==> config.mk <==
export PLATFORM = sky130hd
export DESIGN_NAME = nco_iq_demod
export DESIGN_NICKNAME = d
export VERILOG_FILES = /design/src/rtl/nco_iq_demod_pkg.sv /design/src/rtl/nco_iq_mac.sv /design/src/rtl/nco_iq_demod.sv
export SDC_FILE = /design/constraint.sdc
export NUM_CORES = 2
export LEC_CHECK = 0
export CAP_MARGIN = 20
export CELL_PAD_IN_SITES_DETAIL_PLACEMENT = 0
export CELL_PAD_IN_SITES_GLOBAL_PLACEMENT = 1
export CORE_ASPECT_RATIO = 1.75
export CORE_UTILIZATION = 23
export CTS_CLUSTER_SIZE = 8
export DETAILED_ROUTE_END_ITERATION = 12
export HOLD_SLACK_MARGIN = 0.15
export PLACE_DENSITY_LB_ADDON = 0.05
export SYNTH_ARGS = -nofsm -noshare
export SYNTH_HDL_FRONTEND = slang
export SYNTH_SLANG_ARGS = --single-unit
==> constraint.sdc <==
create_clock -name clk -period 3.23 [get_ports clk]
set_input_delay 0.646 -clock clk [delete_from_list [all_inputs] [get_ports clk]]
set_output_delay 0.646 -clock clk [all_outputs]
set_load 0.01 [all_outputs]
==> src/rtl/nco_iq_demod_pkg.sv <==
// Shared types for the NCO I/Q lock-in demodulator: FSM state encoding and accumulator width.
// No logic, no latency, no flow control.
// Imported by nco_iq_demod and nco_iq_mac.
package nco_iq_demod_pkg;

    typedef enum logic [1:0] {
        ST_IDLE  = 2'd0,
        ST_ACC   = 2'd1,
        ST_FLUSH = 2'd2,
        ST_DONE  = 2'd3
    } state_t;

    function automatic int acw_width(input int mpr, input int adw, input int nacc_log2);
        return mpr + adw + nacc_log2;
    endfunction

endpackage

==> src/rtl/nco_iq_mac.sv <==
// One-channel registered multiply (stage 1) and accumulate (stage 2) with sticky overflow.
// Latency: product one enabled cycle after vld_i, accumulator one enabled cycle later.
// No backpressure; NCO_IQ_DEMOD_SAT_EN selects saturating instead of wrapping accumulation.
module nco_iq_mac
    import nco_iq_demod_pkg::*;
#(
    parameter int ADW = 14,
    parameter int MPR = 14,
    parameter int ACW = 38
) (
    input  logic                  clk,
    input  logic                  reset_n,
    input  logic                  clken,
    input  logic                  clr_i,
    input  logic                  vld_i,
    input  logic signed [ADW-1:0] a_i,
    input  logic signed [MPR-1:0] b_i,
    output logic                  p_vld_o,
    output logic signed [ACW-1:0] acc_o,
    output logic                  ovf_o
);
    localparam int PW = MPR + ADW;

`ifdef NCO_IQ_DEMOD_SAT_EN
    localparam logic signed [ACW-1:0] SMAX = {1'b0, {(ACW-1){1'b1}}};
    localparam logic signed [ACW-1:0] SMIN = {1'b1, {(ACW-1){1'b0}}};
`endif

    logic signed [PW-1:0]  p_d, p_q;
    logic                  p_vld_d, p_vld_q;
    logic signed [ACW-1:0] acc_d, acc_q;
    logic                  ovf_d, ovf_q;
    logic signed [ACW-1:0] p_ext, sum;
    logic                  add_ovf;

    always_comb begin
        p_d     = p_q;
        p_vld_d = vld_i;
        if (vld_i) begin
            p_d = PW'(a_i) * PW'(b_i);
        end

        p_ext   = ACW'(p_q);
        sum     = acc_q + p_ext;
        // Signed overflow: operands agree in sign but the sum does not.
        add_ovf = (acc_q[ACW-1] == p_ext[ACW-1]) && (sum[ACW-1] != acc_q[ACW-1]);

        acc_d = acc_q;
        ovf_d = ovf_q;
        if (clr_i) begin
            acc_d = '0;
            ovf_d = 1'b0;
        end else if (p_vld_q) begin
            ovf_d = ovf_q | add_ovf;
`ifdef NCO_IQ_DEMOD_SAT_EN
            if (add_ovf) begin
                acc_d = p_ext[ACW-1] ? SMIN : SMAX;
            end else begin
                acc_d = sum;
            end
`else
            acc_d = sum;
`endif
        end
    end

    always_ff @(posedge clk or negedge reset_n) begin
        if (!reset_n) begin
            p_q     <= '0;
            p_vld_q <= 1'b0;
            acc_q   <= '0;
            ovf_q   <= 1'b0;
        end else if (clken) begin
            p_q     <= p_d;
            p_vld_q <= p_vld_d;
            acc_q   <= acc_d;
            ovf_q   <= ovf_d;
        end
    end

    assign p_vld_o = p_vld_q;
    assign acc_o   = acc_q;
    assign ovf_o   = ovf_q;

endmodule

==> src/rtl/nco_iq_demod.sv <==
// Lock-in I/Q detector: mixes ADC samples with NCO cos/sin and integrates 2^NACC_LOG2 products.
// Latency: last accepted sample at enabled cycle t gives result_valid_o at t+3.
// No backpressure; samples without both valids are dropped. NCO_IQ_DEMOD_SAT_EN: saturating sums.
module nco_iq_demod
    import nco_iq_demod_pkg::*;
#(
    parameter int MPR       = 14,
    parameter int ADW       = 14,
    parameter int NACC_LOG2 = 10,
    parameter int ACW       = acw_width(MPR, ADW, NACC_LOG2)
) (
    input  logic                  clk,
    input  logic                  reset_n,
    input  logic                  clken,
    input  logic                  start_i,
    input  logic signed [ADW-1:0] adc_data_i,
    input  logic                  adc_valid_i,
    input  logic signed [MPR-1:0] fsin_i,
    input  logic signed [MPR-1:0] fcos_i,
    input  logic                  nco_valid_i,
    output logic signed [ACW-1:0] i_o,
    output logic signed [ACW-1:0] q_o,
    output logic                  result_valid_o,
    output logic                  busy_o,
    output logic                  overflow_o
);
    state_t                 state_d, state_q;
    logic [NACC_LOG2-1:0]   cnt_d, cnt_q;
    logic                   busy_d, busy_q;
    logic                   rv_d, rv_q;
    logic signed [ACW-1:0]  i_d, i_q, q_d, q_q;

    logic                   accept, clr;
    logic                   i_pvld, q_pvld, i_ovf, q_ovf;
    logic signed [ACW-1:0]  i_acc, q_acc;

    assign accept = (state_q == ST_ACC) && adc_valid_i && nco_valid_i;
    assign clr    = (state_q == ST_IDLE) && start_i;

    nco_iq_mac #(.ADW(ADW), .MPR(MPR), .ACW(ACW)) u_mac_i (
        .clk     (clk),
        .reset_n (reset_n),
        .clken   (clken),
        .clr_i   (clr),
        .vld_i   (accept),
        .a_i     (adc_data_i),
        .b_i     (fcos_i),
        .p_vld_o (i_pvld),
        .acc_o   (i_acc),
        .ovf_o   (i_ovf)
    );

    nco_iq_mac #(.ADW(ADW), .MPR(MPR), .ACW(ACW)) u_mac_q (
        .clk     (clk),
        .reset_n (reset_n),
        .clken   (clken),
        .clr_i   (clr),
        .vld_i   (accept),
        .a_i     (adc_data_i),
        .b_i     (fsin_i),
        .p_vld_o (q_pvld),
        .acc_o   (q_acc),
        .ovf_o   (q_ovf)
    );

    always_comb begin
        state_d = state_q;
        cnt_d   = cnt_q;
        busy_d  = busy_q;
        rv_d    = 1'b0;
        i_d     = i_q;
        q_d     = q_q;
        case (state_q)
            ST_IDLE: begin
                if (start_i) begin
                    state_d = ST_ACC;
                    cnt_d   = '0;
                    busy_d  = 1'b1;
                end
            end
            ST_ACC: begin
                if (accept) begin
                    cnt_d = cnt_q + 1'b1;
                    if (cnt_q == '1) begin
                        state_d = ST_FLUSH;
                    end
                end
            end
            ST_FLUSH: begin
                // Stage 1 empty means the final product has already landed in the accumulator.
                if (!(i_pvld | q_pvld)) begin
                    state_d = ST_DONE;
                    busy_d  = 1'b0;
                    rv_d    = 1'b1;
                    i_d     = i_acc;
                    q_d     = q_acc;
                end
            end
            ST_DONE: begin
                state_d = ST_IDLE;
            end
            default: begin
                state_d = ST_IDLE;
            end
        endcase
    end

    always_ff @(posedge clk or negedge reset_n) begin
        if (!reset_n) begin
            state_q <= ST_IDLE;
            cnt_q   <= '0;
            busy_q  <= 1'b0;
            rv_q    <= 1'b0;
            i_q     <= '0;
            q_q     <= '0;
        end else if (clken) begin
            state_q <= state_d;
            cnt_q   <= cnt_d;
            busy_q  <= busy_d;
            rv_q    <= rv_d;
            i_q     <= i_d;
            q_q     <= q_d;
        end
    end

    assign i_o            = i_q;
    assign q_o            = q_q;
    assign result_valid_o = rv_q;
    assign busy_o         = busy_q;
    assign overflow_o     = i_ovf | q_ovf;

endmodule
==> summary.txt <==
Slowest cell on crit path: fa_1
RSZ-0062 raised after global routing: yes
sequential area share after synthesis: 0.209
Tightest Pin Transition: 624 ps
pin count of the biggest net entering global routing: 75
Via density: 4.26
First-pass DRT Iterations: 11
fmax: 165 MHz
std cell rows: 165
DIE HEIGHT: 455 um
syn nets: 3471
worst min path class: register to register
post-DP HPWL: 67.2 mm
met2 usage: 0.272
Critical Path Fanout Max: 5
global-route wire length before repair: 131 mm
initial antenna violation count: 1
placed cell area: 33400 um^2
Finished Cell Area: 36900 um^2
CP cell instances: buf_8 > buf_12 > and2_4 > fa_1 > inv_1 > fa_1 > inv_1 > fa_1 > fa_1 > fa_1 > inv_2 > fa_2 > inv_2 > ha_4 > a211o_1 > or3_1 > o21a_2 > a21oi_2 > nand2b_4 > a21oi_4 > or4_1 > a31oi_1 > xnor2_1 > o21ai_1
post-synthesis simple-gate area fraction: 0.135
CP endpoint kind: register
WP data arrival: 6450 ps
post-layout net count: 4002
async set or reset register ratio after synthesis: 1.00
routed length per instance: 16.9 um
violated checks: DRC, setup timing
Post-DRT Antenna Nets: 0
Syn-to-layout area delta: 36.8%
Setup Viol. Count Final: 48
commonest non-fill, non-tap cell in the layout: inv_1
GR Util All Layers: 0.142
CP top delay family: adder cells
CTS H-tree depth: 2
Final Slew Violations: 0
met3 Usage GRT: 0.0110
critical path startpoint category: input port
initial core utilization: 0.233
most used cell, CP: fa_1
GR Overflow Total: 0
period utilization: 1.87
CTS tree: yes
Via Count: 20700
drt total wl: 81.8 mm
Residual DRC: 20
count of final hold-check violations: 0
Worst Skew: 17.4 ps
syn avg cell area: 9.56 um^2
synth unique cells: 75
# port buffers: 126
Post-Synthesis Cell Area: 27000 um^2
status: finished, violations left
minimum clock period: 6050 ps
CTS Buf Count: 34
IO Pins: 127
FF+latch count, synth: 225
vias in the first global route: 23300
post-synthesis adder-cell area fraction: 0.389
grt met1 use: 0.168
maxcap violations: 0
Die ar.: 119000 um^2
core area: 116000 um^2
root buf cell: clkbuf_16
CP required: 3630 ps
clock latency on the worst-skew pair: 530 ps
post-synthesis compound-gate area fraction: 0.109
Post-synth EDFFs: 0
Chip Width: 261 um
GRT Max-Usage Layer: met2
pre-CTS WS: -3960 ps
synth warn: 0
clock-pin slew on the worst setup and hold paths: 50 ps
Clock Path Buffers: 3
XOR/XNOR share of the synthesized area: 0.0406
Gate Count Post-Synth: 2819
placer congestion estimate: 0.789
crit path buf inv count: 6
mux contribution to synthesized area: 0.0371
largest family of logic cells by synthesized area: adder cells
most frequent cells in the layout: 404 x inv_1, 357 x fa_1, 336 x buf_4, 306 x nand2_1, 225 x dfrtp_1
Critical Path Max Stage Delay: 530 ps
Final WS setup: -2820 ps
Iteration-0 DRC Markers: 556
CTS sink count: 225
Setup CP Type: input port to register
Top FF cell, synth: dfrtp_1
Slew HR: 0.582
diode count: 0
share of layout cells above drive strength 1: 0.298
-- sequential cells by signal, indices dropped and copies added, names as in the netlist, 2 cells and up --
signal         count
cnt_q             10
i_o               38
q_o               38
state_q            2
u_mac_i.acc_o     38
u_mac_i.p_q       28
u_mac_q.acc_o     38
u_mac_q.p_q       28
-- tightest hold or removal path: stages, from the launching register on --
cell and delay, ps:
dfrtp_1 350, nand2_1 50, o21ai_0 60
-- repair_timing --
| item | in CTS | in global routing |
|---|---|---|
| setup buffers | 64 | 36 |
| endpoints found under the setup margin | 56 | 71 |
| pin swaps | 172 | 161 |
| hold endpoints to repair | 62 | 0 |
| hold buffers | 1 | 0 |
| gates cloned | 8 | 0 |
| gates resized for setup | 448 | 188 |
-- final timing paths --
kind	startpoint	end	slack, ps	depth (start not counted)
setup / recovery	adc_data_i[7]	u_mac_i.p_q[27]$_DFFE_PN0P_	-2820	24
hold / removal	u_mac_i.p_q[5]$_DFFE_PN0P_	u_mac_i.p_q[5]$_DFFE_PN0P_	490	2
setup reg to reg	u_mac_q.p_q[8]$_DFFE_PN0P_	u_mac_q.acc_o[37]$_DFFE_PN0P_	40	12
hold reg to reg	u_mac_i.p_q[5]$_DFFE_PN0P_	u_mac_i.p_q[5]$_DFFE_PN0P_	490	2
max in group asynchronous	reset_n	u_mac_i.acc_o[23]$_DFFE_PN0P_	1770	3
min in group asynchronous	reset_n	u_mac_q.acc_o[23]$_DFFE_PN0P_	650	2
-- stage by stage --
stage	instances	utilization	hold WS (ps)	setup TNS, ps
floorplan	2819	-	350	-96850
global placement	4721	0.288	478	-145690
detailed placement	4721	0.288	488	-145800
CTS	4828	0.312	500	-94160
global route	4855	0.318	510	-101770
finish	4855	0.318	489	-93670
-- area by class of cell --
class	instances	area (um^2)
Tap cell	1503	1880
Multi-Input combinational cell	2017	20800
Clock buffer	36	890
Timing Repair Buffer	609	5880
Fill cell	12000	78900
Clock inverter	2	16.3
Inverter	463	1740
Sequential cell	225	5630
-- synthesized netlist by cell type (15+ instances only) --
master	count	share of area
clkbuf_1	103	0.014
xnor2_1	71	0.023
xor2_1	52	0.017
nand3_1	18	0.0033
ha_1	212	0.098
mux2_2	87	0.036
o31ai_1	16	0.0045
nand2b_1	35	0.0081
a21oi_1	82	0.015
and2_1	208	0.048
o21ai_1	16	0.0030
nor3_1	21	0.0039
nand2_1	338	0.047
dfrtp_1	225	0.21
a21o_1	59	0.016
fa_1	392	0.29
o21ai_0	154	0.029
inv_1	462	0.064
a31oi_1	15	0.0035
nor2_1	63	0.0088
-- kinds of logic (layout without fill, tap and decap cells) --
kind of cell,after synthesis,in the layout
AND/OR/NAND/NOR,745,745
XOR/XNOR,124,124
AO/OA/AOI/OAI,455,455
buffers and inverters,577,1110
flip-flops,225,225
multiplexers,89,89
adder cells (fa/ha/maj),604,604
-- routing by layer --
layer  up-vias  part of all wire
met5         -           0.00016
met4         2             0.021
met3        73             0.023
met2       225              0.54
met1     10300              0.42
li1      10100                 -
Power is left out: the tool's default activity adds up to more than one toggle a clock period on the data nets, which glitch-free logic cannot reach.
